$ cat src/rtl/rr_arbiter_if.sv
// Requester/arbiter handshake bundle for rr_arbiter.
// Ports: req/rel (W bits, driven by requesters), gnt (W, one-hot),
//        gnt_vld (1), gnt_idx ($clog2(W)), all driven by the arbiter.
interface rr_arbiter_if #(
   parameter int W = 4
);
   localparam int IW = $clog2(W);

   logic [W-1:0]  req;
   logic [W-1:0]  rel;
   logic [W-1:0]  gnt;
   logic          gnt_vld;
   logic [IW-1:0] gnt_idx;

   // requester side
   modport master (
      output req, rel,
      input  gnt, gnt_vld, gnt_idx
   );

   // arbiter side
   modport slave (
      input  req, rel,
      output gnt, gnt_vld, gnt_idx
   );
endinterface

$ cat src/rtl/rr_arbiter.sv
// Round-robin arbiter with registered one-hot grant, release/drop handoff and hold timeout.
// Latency: 1 cycle from req (or end condition) to gnt; back-to-back handoff, no dead cycle.
// Backpressure: grantee holds until rel, req drop, or HOLD_MAX cycles while others wait.
// Ports: clk, rst_n (sync, active-low), bus (rr_arbiter_if.slave: req, rel in; gnt, gnt_vld, gnt_idx out).
module rr_arbiter #(
   parameter int W        = 4,
   parameter int HOLD_MAX = 16
) (
   input  logic         clk,
   input  logic         rst_n,
   rr_arbiter_if.slave  bus
);
   localparam int IW = $clog2(W);
   localparam int CW = (HOLD_MAX > 0) ? $clog2(HOLD_MAX + 1) : 1;
   localparam logic [CW-1:0] HOLD_C = CW'(HOLD_MAX);
   localparam logic [IW-1:0] LAST   = IW'(W - 1);

   typedef enum logic {IDLE, GRANT} state_t;

   state_t        state, state_nxt;
   logic [W-1:0]  gnt_q, gnt_nxt;
   logic [IW-1:0] idx_q, idx_nxt;
   logic          vld_q;
   logic [IW-1:0] ptr, ptr_nxt;
   logic [CW-1:0] cnt, cnt_nxt;

   logic [IW-1:0] after_g;
   logic [IW-1:0] start;
   logic [2*W-1:0] rot2;
   logic          pick_vld;
   logic [IW-1:0] pick_idx;
   logic [W-1:0]  pick_oh;
   logic [IW:0]   sum;
   logic          req_g, rel_g, others, timeout, end_cond;

   // The grantee becomes lowest priority: scanning starts just past it.
   assign after_g = (idx_q == LAST) ? '0 : idx_q + IW'(1);
   assign start   = (state == GRANT) ? after_g : ptr;

   // Circular first-set-bit: rotate req so 'start' lands at bit 0, take the
   // lowest set bit, then map the offset back to an absolute index.
   always_comb begin
      rot2     = {bus.req, bus.req} >> start;
      pick_vld = 1'b0;
      pick_idx = '0;
      sum      = '0;
      for (int i = 0; i < W; i++) begin
         if (!pick_vld && rot2[i]) begin
            pick_vld = 1'b1;
            sum      = {1'b0, start} + (IW+1)'(i);
            if (sum >= (IW+1)'(W)) sum = sum - (IW+1)'(W);
            pick_idx = sum[IW-1:0];
         end
      end
      pick_oh = W'(1) << pick_idx;
   end

   // Masking with the one-hot grant restricts req/rel to the grantee only.
   assign req_g    = |(bus.req & gnt_q);
   assign rel_g    = |(bus.rel & gnt_q);
   assign others   = |(bus.req & ~gnt_q);
   assign timeout  = (HOLD_MAX != 0) && (cnt >= HOLD_C) && others;
   assign end_cond = !req_g || rel_g || timeout;

   always_comb begin
      state_nxt = state;
      gnt_nxt   = gnt_q;
      idx_nxt   = idx_q;
      ptr_nxt   = ptr;
      cnt_nxt   = cnt;
      case (state)
         IDLE: begin
            if (pick_vld) begin
               state_nxt = GRANT;
               gnt_nxt   = pick_oh;
               idx_nxt   = pick_idx;
               cnt_nxt   = CW'(1);
            end
         end
         GRANT: begin
            if (end_cond) begin
               ptr_nxt = after_g;
               if (pick_vld) begin
                  gnt_nxt = pick_oh;
                  idx_nxt = pick_idx;
                  cnt_nxt = CW'(1);
               end else begin
                  state_nxt = IDLE;
                  gnt_nxt   = '0;
                  idx_nxt   = '0;
                  cnt_nxt   = '0;
               end
            end else if (cnt < HOLD_C) begin
               cnt_nxt = cnt + CW'(1);
            end
         end
         default: begin
            state_nxt = IDLE;
            gnt_nxt   = '0;
            idx_nxt   = '0;
         end
      endcase
   end

   always_ff @(posedge clk) begin
      if (!rst_n) begin
         state <= IDLE;
         gnt_q <= '0;
         idx_q <= '0;
         vld_q <= 1'b0;
         ptr   <= '0;
         cnt   <= '0;
      end else begin
         state <= state_nxt;
         gnt_q <= gnt_nxt;
         idx_q <= idx_nxt;
         vld_q <= |gnt_nxt;
         ptr   <= ptr_nxt;
         cnt   <= cnt_nxt;
      end
   end

   assign bus.gnt     = gnt_q;
   assign bus.gnt_idx = idx_q;
   assign bus.gnt_vld = vld_q;
endmodule

$ cat src/flat_wrapper.sv
// flat-port wrapper written by rule: the top's interface ports become plain ports
module rr_arbiter_flat 
#(
   parameter int W        = 4,
   parameter int HOLD_MAX = 16
)
  (clk, rst_n, bus_req, bus_rel, bus_gnt, bus_gnt_vld, bus_gnt_idx);
  rr_arbiter_if #(.W(W)) bus_i ();
  input  logic clk;
  input  logic rst_n;
  input wire logic [$bits(bus_i.req)-1:0] bus_req;
  input wire logic [$bits(bus_i.rel)-1:0] bus_rel;
  output wire logic [$bits(bus_i.gnt)-1:0] bus_gnt;
  output wire logic [$bits(bus_i.gnt_vld)-1:0] bus_gnt_vld;
  output wire logic [$bits(bus_i.gnt_idx)-1:0] bus_gnt_idx;
  assign bus_i.req = bus_req;
  assign bus_i.rel = bus_rel;
  assign bus_gnt = bus_i.gnt;
  assign bus_gnt_vld = bus_i.gnt_vld;
  assign bus_gnt_idx = bus_i.gnt_idx;
  rr_arbiter #(.W(W), .HOLD_MAX(HOLD_MAX)) u_core (.clk(clk), .rst_n(rst_n), .bus(bus_i));
endmodule
$ cat config.mk
export PLATFORM = sky130hd
export DESIGN_NAME = rr_arbiter_flat
export DESIGN_NICKNAME = d
export VERILOG_FILES = /design/src/rtl/rr_arbiter_if.sv /design/src/rtl/rr_arbiter.sv /design/src/flat_wrapper.sv
export SDC_FILE = /design/constraint.sdc
export NUM_CORES = 1
export LEC_CHECK = 0
export ABC_CLOCK_PERIOD_IN_PS = 2300
export CORE_MARGIN = 5
export CORE_UTILIZATION = 50
export DETAILED_ROUTE_END_ITERATION = 8
export HOLD_SLACK_MARGIN = 0.03
export PLACE_DENSITY = 0.75
export SLEW_MARGIN = 40
export SYNTH_ARGS = -nofsm -noshare
export SYNTH_HDL_FRONTEND = slang
export SYNTH_SLANG_ARGS = --single-unit
$ cat constraint.sdc
create_clock -name clk -period 2.3 [get_ports clk]
set_input_delay 0.46 -clock clk [delete_from_list [all_inputs] [get_ports clk]]
set_output_delay 0.46 -clock clk [all_outputs]
set_load 0.05 [all_outputs]
==> impl_metrics.env <==
export IMPL_end_kind="flip-flop"
export IMPL_synth_edf_count=0
export IMPL_period_minus_slack_ns=2.18
export IMPL_rr_worst_depth=7
export IMPL_cts_sinks=15
export IMPL_yosysSeqAreaShare_pct=27.2
export IMPL_drtAntennaViolNets=0
export IMPL_synth_ff_type="dfxtp_1"
export IMPL_setup_violations=0
export IMPL_avgSynthCellArea_um2=8.82
export IMPL_fillers=189
export IMPL_ctsResizeCount=0
export IMPL_tritoncts="done"
export IMPL_initial_core_util_pct=51.3
export IMPL_drc=0
export IMPL_p_leak_nw=0.523
export IMPL_skew_ns=0.00816
export IMPL_worst_slack_ns=0.123
export IMPL_async_flop_share_pct=0
export IMPL_grt_pass1_wl_um=4420
export IMPL_hpwl_um=1920
export IMPL_grt_pass1_vias=950
export IMPL_first_pass_iters=4
export IMPL_cts_buffer_depth=2
export IMPL_ir_worst_vdd_mv=0.417
export IMPL_syn_num_nets=138
export IMPL_wl_per_cell_um=14.4
export IMPL_routed_top_layer="met4"
export IMPL_pwr_share_comb_pct=44.5
export IMPL_p_seq_share_pct=37.7
export IMPL_worst_slew_pin_transition_ns=0.502
export IMPL_wl_um=2580
export IMPL_holdWs_ns=0.511
export IMPL_fp_row_count=17
export IMPL_grt_max_degree=16
export IMPL_outcome="complete, no violations"
export IMPL_overflow=0
export IMPL_grt_usage_pct=17.1
export IMPL_final_hold_viol_count=0
export IMPL_multi_input_area_um2=723
export IMPL_power_density_nw_per_um2=612
export IMPL_ys_ff_latch=15
export IMPL_holdPathStages=2
export IMPL_startpoint_type="flip-flop"
export IMPL_crit_arrival_ns=2.36
export IMPL_clk_pin_slew_ns=0.09
export IMPL_wl_met1_um=1180
export IMPL_cts_hold_buffers=0
export IMPL_htree_num_levels=1
export IMPL_place_congestion=0.906
export IMPL_vias=996
export IMPL_syn_area_um2=1100
export IMPL_clkPwrFrac_pct=17.8
export IMPL_yosysUniqueCellTypes=47
export IMPL_layout_commonest_cell="clkdlybuf4s50_1"
export IMPL_diodes=0
export IMPL_layout_drive_gt1_share_pct=21.9
export IMPL_max_freq_ghz=0.459
export IMPL_drv_slew=0
export IMPL_cts_buffers=3
export IMPL_ys_warn_count=0
export IMPL_dieArea_um2=3240
export IMPL_final_cell_mix="16 x clkdlybuf4s50_1, 14 x dfxtp_1, 11 x buf_4"
export IMPL_ctsRootBufferMaster="clkbuf_4"
export IMPL_power_total_uw=842
export IMPL_viasPerCell=5.56
export IMPL_area_growth_pct=24.7
export IMPL_die_y_um=57.0
export IMPL_synth_top_cell_area_share_pct=27.2
export IMPL_p_sw_share_pct=38.0
export IMPL_final_net_count=165
export IMPL_first_iter_violations=48
export IMPL_max_cap_violations=0
export IMPL_crit_type="flip-flop to flip-flop"
export IMPL_p_switching_uw=320
export IMPL_coreArea_um2=2150
export IMPL_io_buffers=16
export IMPL_pre_cts_slack_ns=-0.118
export IMPL_post_route_util_pct=64.0
export IMPL_fin_crit_sh_pct=94.7
export IMPL_met2_length_um=1180
export IMPL_relSlewSlack_pct=66.5
export IMPL_met3WireLength_um=160
export IMPL_final_seq_area_um2=302
export IMPL_worstSkewPairLatency_ns=0.29
export IMPL_yosys_area_top_type="dfxtp_1"
export IMPL_setup_tns_ns=0
export IMPL_grt_setup_unrepaired="no"
export IMPL_required_ns=2.48
export IMPL_antenna_found_initial=0
export IMPL_syn_inst=125
export IMPL_io_pins=17
export IMPL_ys_top_cells_by_area="dfxtp_1 27%, o21ai_0 4.1%, buf_6 4.1%"
export IMPL_hold_path_class="flip-flop to flip-flop"
export IMPL_cts_setup_buffers=0
export IMPL_die_x_um=57.0
export IMPL_cp_max_fo=6
export IMPL_p_int_uw=522
==> power by group through the flow <==
stage               sequential [mW]  clock, mW  combinational (mW)
finish                        0.317      0.150               0.375
global route                  0.323      0.168               0.405
CTS                           0.317      0.154               0.374
detailed placement            0.323          0               0.369
global placement              0.321          0               0.364
floorplan                     0.376          0               0.203
==> final cells by class <==
| type | instances | area share [%] |
|---|---|---|
| Sequential cell | 15 | 21.9 |
| Inverter | 7 | 1.91 |
| Multi-Input combinational cell | 97 | 52.6 |
| Timing Repair Buffer | 28 | 19.1 |
| Clock buffer | 4 | 1.91 |
| Tap cell | 28 | 2.55 |
==> path summary, 6_finish.rpt <==
| check | to | start | slack [ns] |
|---|---|---|---|
| worst min-delay path | u_core.cnt[4] | u_core.cnt[3] | 0.51 |
| worst max-delay path | u_core.bus.gnt_vld | u_core.bus.gnt_idx[0] | 0.12 |
| worst max register to register | u_core.bus.gnt_vld | u_core.bus.gnt_idx[0] | 0.12 |
| worst min register to register | u_core.cnt[4] | u_core.cnt[3] | 0.51 |
==> logic make-up (layout without fill, tap and decap cells) <==
family          count (synthesis)  in the layout  synth area share, %
compound gates                 40             40                 28.6
fa+ha+maj                       3              3                 3.41
buf+inv                        13             39                 7.49
flops                          15             15                 27.2
mux                             4              4                 3.75
simple gates                   50             50                 29.5
==> sequential cells by signal (all words and copies together), names as in the netlist <==
register and count:
u_core.ptr 2, u_core.state 1, u_core.bus.gnt 4, u_core.bus.gnt_vld 1
u_core.bus.gnt_idx 2, u_core.cnt 5
==> cell usage after synthesis, types with 3 or more instances <==
library cell  instances
buf_6                 4
nor3_1                5
nand2_1               6
nor2_1                5
o21ai_0               9
ha_1                  3
dfxtp_1              15
a22oi_1               3
nand2b_1              4
and2_1                4
inv_1                 7
a21oi_1               6
mux2i_1               3
nand3_1               3
nor2b_1               7
==> layer usage <==
metal	vias up	track usage (%)
li1	507	-
met1	454	22.4
met2	29	27.1
met3	6	4.75
met4	0	5.96
met5	-	0
==> worst max-delay path, stage by stage, from the launching register on <==
cell	delay, ns
dfxtp_2	0.35
ha_1	0.34
mux2_2	0.31
nor3_2	0.26
o21ai_1	0.15
a32oi_1	0.21
o211ai_1	0.13
o31a_1	0.33
==> through the flow <==
step / instance area, µm² / instances
finish: 1380 / 179
global route: 1380 / 179
CTS: 1370 / 179
detailed placement: 1350 / 175
global placement: 1350 / 175
floorplan: 1100 / 125
Note: power is estimated with default switching activity, not from simulation.
